## config.mk

```make
export PLATFORM = sky130hd
export DESIGN_NAME = vram_arbiter
export DESIGN_NICKNAME = d
export VERILOG_FILES = /design/src/rtl/vram_arbiter.sv
export SDC_FILE = /design/constraint.sdc
export NUM_CORES = 1
export LEC_CHECK = 0
export CAP_MARGIN = 30
export CORE_MARGIN = 1.5
export CORE_UTILIZATION = 40
export DETAILED_ROUTE_END_ITERATION = 10
export HOLD_SLACK_MARGIN = 0.05
export PLACE_DENSITY_LB_ADDON = 0.12
export SYNTH_ARGS = -nofsm -noshare
export SYNTH_HDL_FRONTEND = slang
export SYNTH_SLANG_ARGS = --single-unit
```

## constraint.sdc

```tcl
create_clock -name CLK_25MHZ -period 3.8 [get_ports CLK_25MHZ]
set_input_delay 0.38 -clock CLK_25MHZ [delete_from_list [all_inputs] [get_ports CLK_25MHZ]]
set_output_delay 0.38 -clock CLK_25MHZ [all_outputs]
set_load 0.1 [all_outputs]
```

## src/rtl/vram_arbiter.sv

```systemverilog
`default_nettype none
// ============================================================================
//  Module   : vram_arbiter
//  Purpose  : Single-port VRAM arbiter between a video scanout reader and a
//             CPU. Video has priority, except that after STARVE_MAX consecutive
//             CPU denials the CPU is forced through for one access. Grants are
//             combinational, and RAM address/control are driven in the ACK
//             cycle. Read data returns one cycle later with a VALID pulse.
//  Revision : 1.0 - initial release
// ----------------------------------------------------------------------------
//  Parameters
//    DEPTH       number of addressable VRAM bytes (addresses >= DEPTH are void)
//    STARVE_MAX  consecutive CPU denials before the CPU wins (1..255)
//  Ports
//    CLK_25MHZ   in   1   clock, rising edge
//    RESET_N     in   1   synchronous active-low reset
//    VID_REQ     in   1   video read request, held until VID_ACK
//    VID_ADDR    in  13   video read byte address
//    VID_ACK     out  1   video granted this cycle
//    VID_VALID   out  1   VID_DATA carries fresh read data
//    VID_DATA    out  8   video read data (held between VALID pulses)
//    CPU_REQ     in   1   CPU request, held until CPU_ACK
//    CPU_WE      in   1   1 = write, 0 = read
//    CPU_ADDR    in  13   CPU byte address
//    CPU_WDATA   in   8   CPU write data
//    CPU_ACK     out  1   CPU granted this cycle
//    CPU_VALID   out  1   CPU_RDATA carries fresh read data
//    CPU_RDATA   out  8   CPU read data (held between VALID pulses)
//    RAM_ADDR    out 13   VRAM address
//    RAM_WE      out  1   VRAM write enable
//    RAM_WDATA   out  8   VRAM write data
//    RAM_RDATA   in   8   VRAM read data, one-cycle registered latency
// ============================================================================
module vram_arbiter #(
  parameter int unsigned DEPTH      = 7168,
  parameter int unsigned STARVE_MAX = 8
) (
  input  logic        CLK_25MHZ,
  input  logic        RESET_N,
  input  logic        VID_REQ,
  input  logic [12:0] VID_ADDR,
  output logic        VID_ACK,
  output logic        VID_VALID,
  output logic [7:0]  VID_DATA,
  input  logic        CPU_REQ,
  input  logic        CPU_WE,
  input  logic [12:0] CPU_ADDR,
  input  logic [7:0]  CPU_WDATA,
  output logic        CPU_ACK,
  output logic        CPU_VALID,
  output logic [7:0]  CPU_RDATA,
  output logic [12:0] RAM_ADDR,
  output logic        RAM_WE,
  output logic [7:0]  RAM_WDATA,
  input  logic [7:0]  RAM_RDATA
);

  localparam logic [7:0] c_starve_limit = 8'(STARVE_MAX);

  logic [7:0] r_starve;
  logic       r_vid_pend;
  logic       r_vid_oob;
  logic       r_cpu_pend;
  logic       r_cpu_oob;
  logic [7:0] r_vid_hold;
  logic [7:0] r_cpu_hold;

  logic       w_vid_grant;
  logic       w_cpu_grant;
  logic       w_vid_oob;
  logic       w_cpu_oob;

  assign w_vid_oob = 32'(VID_ADDR) >= DEPTH;
  assign w_cpu_oob = 32'(CPU_ADDR) >= DEPTH;

  // Grant decision: reset blocks everything; the CPU wins when video is idle
  // or when it has been denied STARVE_MAX times in a row.
  always_comb begin
    w_vid_grant = 1'b0;
    w_cpu_grant = 1'b0;
    if (RESET_N) begin
      if (CPU_REQ && (!VID_REQ || (r_starve == c_starve_limit))) begin
        w_cpu_grant = 1'b1;
      end else if (VID_REQ) begin
        w_vid_grant = 1'b1;
      end
    end
  end

  assign VID_ACK = w_vid_grant;
  assign CPU_ACK = w_cpu_grant;

  // RAM port mux. Out-of-range accesses still take the slot but are steered
  // to address 0 with writes suppressed.
  always_comb begin
    RAM_ADDR  = '0;
    RAM_WE    = 1'b0;
    RAM_WDATA = '0;
    if (w_vid_grant) begin
      if (!w_vid_oob) begin
        RAM_ADDR = VID_ADDR;
      end
    end else if (w_cpu_grant) begin
      RAM_WDATA = CPU_WDATA;
      if (!w_cpu_oob) begin
        RAM_ADDR = CPU_ADDR;
        RAM_WE   = CPU_WE;
      end
    end
  end

  // Starve counter: counts consecutive cycles where the CPU waited behind video.
  always_ff @(posedge CLK_25MHZ) begin
    if (!RESET_N) begin
      r_starve <= '0;
    end else if (!CPU_REQ || w_cpu_grant) begin
      r_starve <= '0;
    end else if (w_vid_grant && (r_starve != c_starve_limit)) begin
      r_starve <= r_starve + 8'd1;
    end
  end

  // Read-return pipeline: remember which reads are in flight and whether
  // they were out of range (those return 0x00 instead of RAM data).
  always_ff @(posedge CLK_25MHZ) begin
    if (!RESET_N) begin
      r_vid_pend <= 1'b0;
      r_vid_oob  <= 1'b0;
      r_cpu_pend <= 1'b0;
      r_cpu_oob  <= 1'b0;
      r_vid_hold <= '0;
      r_cpu_hold <= '0;
    end else begin
      r_vid_pend <= w_vid_grant;
      r_vid_oob  <= w_vid_oob;
      r_cpu_pend <= w_cpu_grant && !CPU_WE;
      r_cpu_oob  <= w_cpu_oob;
      r_vid_hold <= VID_DATA;
      r_cpu_hold <= CPU_RDATA;
    end
  end

  // VALID is also masked by RESET_N so a read caught by reset never pulses.
  assign VID_VALID = r_vid_pend && RESET_N;
  assign CPU_VALID = r_cpu_pend && RESET_N;

  assign VID_DATA  = VID_VALID ? (r_vid_oob ? 8'h00 : RAM_RDATA) : r_vid_hold;
  assign CPU_RDATA = CPU_VALID ? (r_cpu_oob ? 8'h00 : RAM_RDATA) : r_cpu_hold;

endmodule
`default_nettype wire

```

# Word level (Yosys, flattened, before mapping)
# Cells that the tools add are included.
[word_totals]
elab_cells = 42
out_inout_bits = 42
input_bits = 47
ff_bits = 28
[classes]
add_sub_neg = 1
order_cmp = 2
n_reduce_logical = 11
mux = 18
n_eq_ne = 2
bitwise = 1
[ops]
columns = ["operator", "count"]
rows = [
  ["13-bit 2-to-1 mux", 4],
  ["8-bit 2-to-1 mux", 6],
  ["13-bit >= comparator (second input constant)", 2],
  ["8-bit by 1-bit adder with 8-bit output (second input constant)", 1],
  ["8-bit by 4-bit == test with 1-bit output (second input constant)", 1],
  ["1-bit 2-to-1 mux", 8],
  ["8-bit by 4-bit != test with 1-bit output (second input constant)", 1],
  ["1-bit logical AND", 5],
  ["1-bit zero test", 3],
  ["1-bit logical OR", 2],
  ["2-bit OR reduction", 1],
  ["1-bit inverter", 1],
]

# Depth between registers and ports, before layout
# Gate-level depths: netlist of the first run.
[depth]
word_depth = 7
depth_mapped = 7
mapped_depth_nobuf = 6

# Worst setup path after synthesis of the first run
# No wires, ideal clock.
[synth_path]
path_type = "reg-to-output"
start = "register r_starve[0]"
end = "output RAM_WE"
required_ns = 3.420
t_arrival_ns = 4.537
slack_ns = -1.117
n_path_buf = 0
stages_incl_launch_ff = 6
cell_sequence = "dfxtp_1 -> inv_1 -> ha_1 -> or4b_4 -> o41a_4 -> nor4b_1"
[synth_between]
elab_chain_cells = 7
elab_cells_between_ends = 9
classes_between = "1 x eq/ne; 6 x mux; 2 x reduce/logical"
[synth_rtl]
columns = ["element", "line_no", "text"]
rows = [
  ["start, declared", "60", "logic [7:0] r_starve;"],
  ["start signal, assigned", "119", "r_starve <= r_starve + 8'd1;"],
  ["8-bit by 4-bit == test with 1-bit output *", "82", "if (CPU_REQ && (!VID_REQ || (r_starve == c_starve_limit))) begin"],
  ["1-bit logical OR *", "82", ""],
  ["1-bit logical AND *", "82", ""],
  ["1-bit 2-to-1 mux", "82", ""],
  ["1-bit 2-to-1 mux", "81", "if (RESET_N) begin"],
  ["1-bit 2-to-1 mux", "103", "end else if (w_cpu_grant) begin"],
  ["1-bit 2-to-1 mux *", "99", "if (w_vid_grant) begin"],
  ["end, declared", "53", "output logic RAM_WE,"],
]
# Mark *: on every way between the ends. The rest lies on a longest branch, timed or not.

# Worst setup path in the final report of the first run
[layout_path]
start = "register r_starve[0]"
end = "output RAM_ADDR[2]"
[layout_between]
elab_chain_cells = 7
elab_cells_between_ends = 9
classes_between = "1 x eq/ne; 6 x mux; 2 x reduce/logical"
[layout_rtl]
columns = ["element", "line_no", "text"]
rows = [
  ["8-bit by 4-bit == test with 1-bit output *", "82", ""],
  ["1-bit logical OR *", "82", ""],
  ["1-bit logical AND *", "82", ""],
  ["1-bit 2-to-1 mux", "82", ""],
  ["1-bit 2-to-1 mux", "81", ""],
  ["13-bit 2-to-1 mux", "103", ""],
  ["13-bit 2-to-1 mux *", "99", ""],
  ["end, declared", "52", "output logic [12:0] RAM_ADDR,"],
]
# Marked as above.

==> results.py, run 1 <==
metrics = {
    "timing": {
        "fmax_mhz": 334,
        "period_needed_ps": 3000,
        "maxSlewViolCount": 0,
        "fin_skew_ps": 6.53,
        "worstMarginPinSlew_ps": 483,
        "tns_ps": 0,
        "hold_slack_ps": 531,
        "rsz0062_at_grt": "no",
        "slew_headroom_pct": 67.7,
        "finalSetupViolCount": 0,
        "fin_crit_sh_pct": 78.9,
        "final_hold_viol_count": 0,
    },
    "route": {
        "wirelength_um": 4060,
        "viasPerCell": 4.91,
        "detail-route-antenna-nets": 0,
        "drt_iter0_drc": 93,
        "drc_errors": 0,
        "drtPass1Iterations": 4,
        "routedWlPerCell_um": 13.0,
        "dr_total_vias": 1536,
    },
    "worst_hold_path": {
        "hold_class": "flop to flop",
        "holdPathEnd": "r_starve[0]",
        "hp-start": "r_starve[0]",
        "holdPathStages": 1,
    },
    "setup_path": {
        "crit_type": "flop to output pin",
        "reg2reg_depth": 6,
        "rr_startpoint": "r_starve[0]",
        "r2r_slack_ps": 1960,
        "cp_top_family": "simple AND/OR/NAND/NOR gates",
        "crit_fanout": 12,
        "required_ps": 3420,
        "slowest_stage": "or4b_4",
        "worstPathArrival_ps": 2620,
        "cp-start-kind": "flop",
        "endpoint_kind": "output pin",
        "cpPeakStageDelay_ps": 480,
        "cp_num_buf_inv": 2,
        "critical_path.cell_chain": "inv_1 > ha_1 > or4b_4 > o41a_4 > nor3_4 > a22o_1 > buf_12",
        "timing.rr.end": "r_starve[4]",
    },
    "global_route": {
        "grt_pass1_wl_um": 6590,
        "grt_overflow_total": 0,
        "antenna_found_initial": 0,
        "track_usage_pct": 20.0,
        "grt_pass1_vias": 1479,
        "grt_max_degree": 18,
    },
    "synth": {
        "avgSynthCellArea_um2": 8.27,
        "synthSimpleGateAreaFrac_pct": 34.9,
        "synth_area_um2": 1490,
        "syn_inst": 180,
        "ys_ff_latch": 28,
        "synth.distinct_cells": 28,
        "synth_area_leaders": "dfxtp_1, and2_1, nand2b_1",
        "synthAdderAreaFrac_pct": 1.68,
        "synth-compound-area-share_pct": 17.7,
        "muxShareOfSynthArea_pct": 0,
        "synth_xor_area_share_pct": 3.53,
        "async_flop_share_pct": 0,
        "synth_top_family_by_area": "simple AND/OR/NAND/NOR gates",
        "yosysTopAreaCell": "dfxtp_1",
        "yosysTopAreaCellShare_pct": 37.6,
        "yosysWarnings": 0,
        "synth-main-ff-cell": "dfxtp_1",
        "yosysSeqAreaShare_pct": 37.6,
        "synth_edf_count": 0,
        "synth_nets": 229,
    },
    "clock_tree": {
        "cts-hold-fix-buffers": 0,
        "clk-insertion-delay-late_ps": 270,
        "clock-sinks": 28,
        "path_clk_slew_ps": 90,
        "postCtsSetupRepairBufs": 0,
        "cts_root_buf": "clkbuf_8",
        "cts_tree": "done",
        "clock_path_buffers": 2,
        "cts_resized": 0,
        "cts_max_level": 1,
        "cts_buffers": 3,
    },
    "placement": {
        "dp_hpwl_um": 3260,
        "portBuffers": 88,
        "dpl_cell_area_um2": 2460,
        "place.gp.congestion": 0.770,
    },
    "layout": {
        "nNetsFinal": 317,
        "diodes": 0,
        "drive_gt1_share_pct": 23.6,
        "design_area_um2": 2530,
        "num-fill-cells": 280,
        "area_growth_pct": 70.2,
    },
    "power": {
        "power_per_cell_area_nw_per_um2": 324,
        "total_power_uw": 822,
        "ir_drop_uv": 225,
        "leakage_uw": 0.00105,
    },
    "floorplanning": {
        "ios": 89,
        "initial_utilization_pct": 43.3,
        "fp-row-count": 21,
        "dieArea_um2": 4100,
        "die-width_um": 64.0,
        "fp.coreArea_um2": 3440,
        "die_y_um": 64.0,
    },
    "flow_run": {
        "cap_violations": 0,
    },
    "run_status": {
        "status": "finished, final reports clean",
    },
}
[metal layers]
layer	GRT usage (%)	vias to the layer above	wire length, um
met5	0	-	0
met4	5.98	0	54
met3	5.81	4	353
met2	33.3	66	1910
met1	24.9	686	1740
li1	-	780	-
[flip-flops by register name, summed over array words and instances (netlist names)]
name,count
r_starve,8
r_vid_oob,1
r_cpu_hold,8
r_cpu_oob,1
r_vid_hold,8
r_vid_pend,1
r_cpu_pend,1
[worst max path at each step]
stage | start | end | depth (start not counted)
global route | r_starve[0] | RAM_ADDR[2] | 7
finish | r_starve[0] | RAM_ADDR[2] | 7
detailed placement | RESET_N | RAM_ADDR[2] | 5
CTS | r_starve[0] | RAM_ADDR[2] | 7
global placement | RESET_N | RAM_ADDR[1] | 5
floorplan | RESET_N | VID_ACK | 4
[cell families (layout without fill, tap and decap cells)]
logic type	after synthesis	in the layout
flops	28	28
fa+ha+maj	2	2
compound gates	37	37
xor+xnor	6	6
simple gates	91	91
buf+inv	16	103
[cells in the mapped netlist, types with 2 or more instances]
cell	count
dfxtp_1	28
nand2_1	23
and2_1	17
nand2b_1	17
o21ai_0	16
a22o_1	12
nor2_1	11
inv_1	9
and2_2	8
clkbuf_1	6
xnor2_1	6
nand3_1	5
a21oi_1	3
nor3_1	3
a211oi_1	2
ha_1	2
[stage by stage]
step	std cells	utilization, %	setup slack (ps)
6_report	313	73.6	803
5_1_grt	313	73.6	682
4_1_cts	313	73.6	794
3_5_place_dp	309	71.5	1110
3_3_place_gp	309	71.5	1100
2_1_floorplan	180	-	233
[cell usage in the layout, fill, tap and decap left out]
master and count:
inv_1 9, nor3_4 1, nor2_2 1, nand2_1 23, nand2b_1 17, nor3_1 3
a2111oi_0 1, and3_1 1, ha_1 2, o221a_2 1, o21ai_0 16, or4b_4 1
xnor2_1 6, nor2_1 10, a211oi_1 2, o41a_4 1, and2_2 8, bufinv_16 1
nor4_1 1, nor4b_2 1, and2_1 17, a22o_1 12, nand3_1 5, nand4_1 1
buf_4 32, a21oi_1 3, dfxtp_1 28, nor4_4 1, a21boi_0 1, clkbuf_8 3
buf_12 12, clkdlybuf4s50_1 46
[layout make-up]
class | instances | area [um^2] | share of cell area [%]
clock buffer | 3 | 41.3 | 1.63
clock inverter | 1 | 30.0 | 1.19
inverter | 9 | 33.8 | 1.33
multi-input combinational | 136 | 870 | 34.3
sequential | 28 | 561 | 22.1
tap | 46 | 57.6 | 2.27
timing repair buffer | 90 | 941 | 37.1
[power by group]
| group | total (uW) | internal [uW] | switching [uW] | leakage [uW] |
|---|---|---|---|---|
| clock network | 227 | 141 | 86.0 | 0.0000357 |
| registers | 301 | 299 | 2.56 | 0.000227 |
| logic | 293 | 105 | 188 | 0.000792 |
Note: power is estimated with default switching activity, not from simulation.
==> run 2, diff against run 1 <==
--- a/config.mk
+++ b/config.mk
@@ -7,7 +7,7 @@
 export LEC_CHECK = 0
 export CAP_MARGIN = 30
 export CORE_MARGIN = 1.5
-export CORE_UTILIZATION = 40
+export CORE_UTILIZATION = 34
 export DETAILED_ROUTE_END_ITERATION = 10
 export HOLD_SLACK_MARGIN = 0.05
 export PLACE_DENSITY_LB_ADDON = 0.12
==> constraint.sdc (replaced) <==
create_clock -name CLK_25MHZ -period 2.55 [get_ports CLK_25MHZ]
set_input_delay 0.255 -clock CLK_25MHZ [delete_from_list [all_inputs] [get_ports CLK_25MHZ]]
set_output_delay 0.255 -clock CLK_25MHZ [all_outputs]
set_load 0.1 [all_outputs]
==> run 2 against run 1 <==
  * Final cell count grew 4.5%
  * Sequential cell count is the same
  * Register-to-register slack lost 1300 ps
  * Critical path type unchanged
  * The flow now finishes with violations (negative setup slack)
==> results.py, run 2 (same netlist as run 1, synthesis figures left out) <==
metrics = {
    "layout": {
        "multi_input_area_um2": 985,
        "reg_top3": "r_cpu_hold (8), r_starve (8), r_vid_hold (8)",
        "finalNonFillerCells": 327,
        "diodes": 0,
        "final_cell_mix": "clkdlybuf4s50_1, buf_12, dfxtp_1, nand2_1",
        "design_area_um2": 3090,
        "area_growth_pct": 108,
        "regArea_um2": 563,
        "nNetsFinal": 328,
        "drive_gt1_share_pct": 33.6,
        "num-fill-cells": 276,
        "final_common_cell": "clkdlybuf4s50_1",
    },
    "timing": {
        "rsz0062_at_grt": "yes",
        "hold_slack_ps": 573,
        "final_hold_viol_count": 0,
        "fin_skew_ps": 3.16,
        "fmax_mhz": 382,
        "fin_crit_sh_pct": 103,
        "fin_ws_ps": -69.4,
        "slew_headroom_pct": 43.8,
        "maxSlewViolCount": 0,
        "period_needed_ps": 2620,
        "finalSetupViolCount": 12,
        "worstMarginPinSlew_ps": 843,
    },
    "floorplanning": {
        "dieArea_um2": 4790,
        "fp-row-count": 23,
        "initial_utilization_pct": 36.2,
        "die_y_um": 69.2,
        "fp.coreArea_um2": 4120,
        "ios": 89,
        "die-width_um": 69.2,
    },
    "route": {
        "routedWlPerCell_um": 14.4,
        "drc_errors": 0,
        "viasPerCell": 4.80,
        "drtPass1Iterations": 4,
        "drt_iter0_drc": 49,
        "dr_total_vias": 1569,
        "wirelength_um": 4690,
        "detail-route-antenna-nets": 0,
    },
    "clock_tree": {
        "path_clk_slew_ps": 80,
        "cts_tree": "done",
        "cts_buffers": 3,
        "cts_root_buf": "clkbuf_8",
        "clock-sinks": 28,
        "cts-hold-fix-buffers": 0,
        "clock_path_buffers": 2,
        "clk-insertion-delay-late_ps": 260,
        "cts_max_level": 1,
    },
    "setup_path": {
        "reg2reg_depth": 7,
        "crit_fanout": 6,
        "crit_start": "r_starve[1]",
        "slowest_stage": "or4b_4",
        "crit_type": "flop to output pin",
        "cpPeakStageDelay_ps": 460,
        "required_ps": 2300,
        "r2r_slack_ps": 630,
        "worstPathArrival_ps": 2360,
        "endpoint": "RAM_ADDR[12]",
        "endpoint_kind": "output pin",
        "cp-start-kind": "flop",
        "timing.rr.end": "r_starve[6]",
        "rr_startpoint": "r_starve[1]",
        "critical_path.cell_chain": "inv_2 > ha_1 > or4b_4 > o41a_4 > nor3_4 > buf_6 > a22o_2 > buf_12",
    },
    "flow_run": {
        "cap_violations": 0,
    },
    "placement": {
        "dp_hpwl_um": 3700,
        "portBuffers": 88,
        "dpl_cell_area_um2": 2920,
        "dp.cells": 316,
        "place.gp.congestion": 0.819,
    },
    "power": {
        "total_power_uw": 1200,
        "leakage_uw": 0.00125,
        "ir_drop_uv": 309,
        "power_per_cell_area_nw_per_um2": 387,
    },
    "run_status": {
        "status": "complete, but fails checks",
        "violations": "negative setup slack",
    },
    "worst_hold_path": {
        "hold_class": "flop to flop",
    },
    "global_route": {
        "grt_overflow_total": 0,
        "grt_pass1_wl_um": 7470,
        "grt_max_degree": 18,
        "track_usage_pct": 19.1,
        "antenna_found_initial": 0,
        "grt_pass1_vias": 1548,
    },
}
-- run 2: cell types whose count changed in the layout (fill, tap and decap cells not counted), moves of 4 or more --
cell	previous run	this run
a22o_4	0	8
buf_4	32	11
and2_2	8	0
and2_4	0	8
a22o_1	12	0
buf_12	12	42
a22o_2	0	4
-- run 2: repair_timing --
item / CTS / global route
endpoints found under the setup margin: 21 / 23
gates resized for setup: 14 / 2
cloned: 1 / 0
pin swaps: 6 / 5
buffers inserted: 4 / 3
-- run 2: final cells by class --
cell class | count | area share [%]
multi-input cells | 136 | 31.8
repair buffers | 101 | 45.5
inverters | 9 | 1.09
flip-flops and latches | 28 | 18.2
well taps | 50 | 2.02
clock buffers | 3 | 1.34
-- run 2: worst min-delay path by stage --
stage	start	end	slack, ps	depth (start not counted)
finish	r_starve[6]	r_starve[6]	570	2
global route	CPU_WE	r_cpu_pend	600	2
CTS	r_starve[5]	r_starve[5]	580	2
detailed placement	r_starve[0]	r_starve[0]	530	1
global placement	r_starve[0]	r_starve[0]	500	1
floorplan	CPU_WE	r_cpu_pend	330	1
-- run 2: metrics by stage --
stage | utilization, % | setup WS, ps | setup TNS (ps)
after floorplan | - | -641 | -17530
after global placement | 70.9 | 151 | 0
after detailed placement | 70.9 | 114 | 0
after CTS | 74.2 | -145 | -2140
after global routing | 75.1 | -160 | -1950
final | 75.1 | -69.4 | -602
-- run 2: metal layers --
layer	up-vias	share of wire, %	global-route usage [%]
li1	807	-	-
met2	49	55	37.2
met1	709	40	22.0
met3	4	3.8	3.92
met5	-	0	0
met4	0	0.49	1.96
-- run 2: worst max-delay path: cells and delay by family (launching register included) --
family                   cells  cell delay, ps
AO/OA/AOI/OAI                2             570
buffers and inverters        3             370
flip-flops                   1             340
AND/OR/NAND/NOR              2             700
adder cells (fa/ha/maj)      1             110
-- run 2: report_power, final --
part           switching [uW]  total, uW  internal (uW)
combinational             303        521            218
clock                     120        226            106
sequential               3.48        449            445
total                     426       1200            769
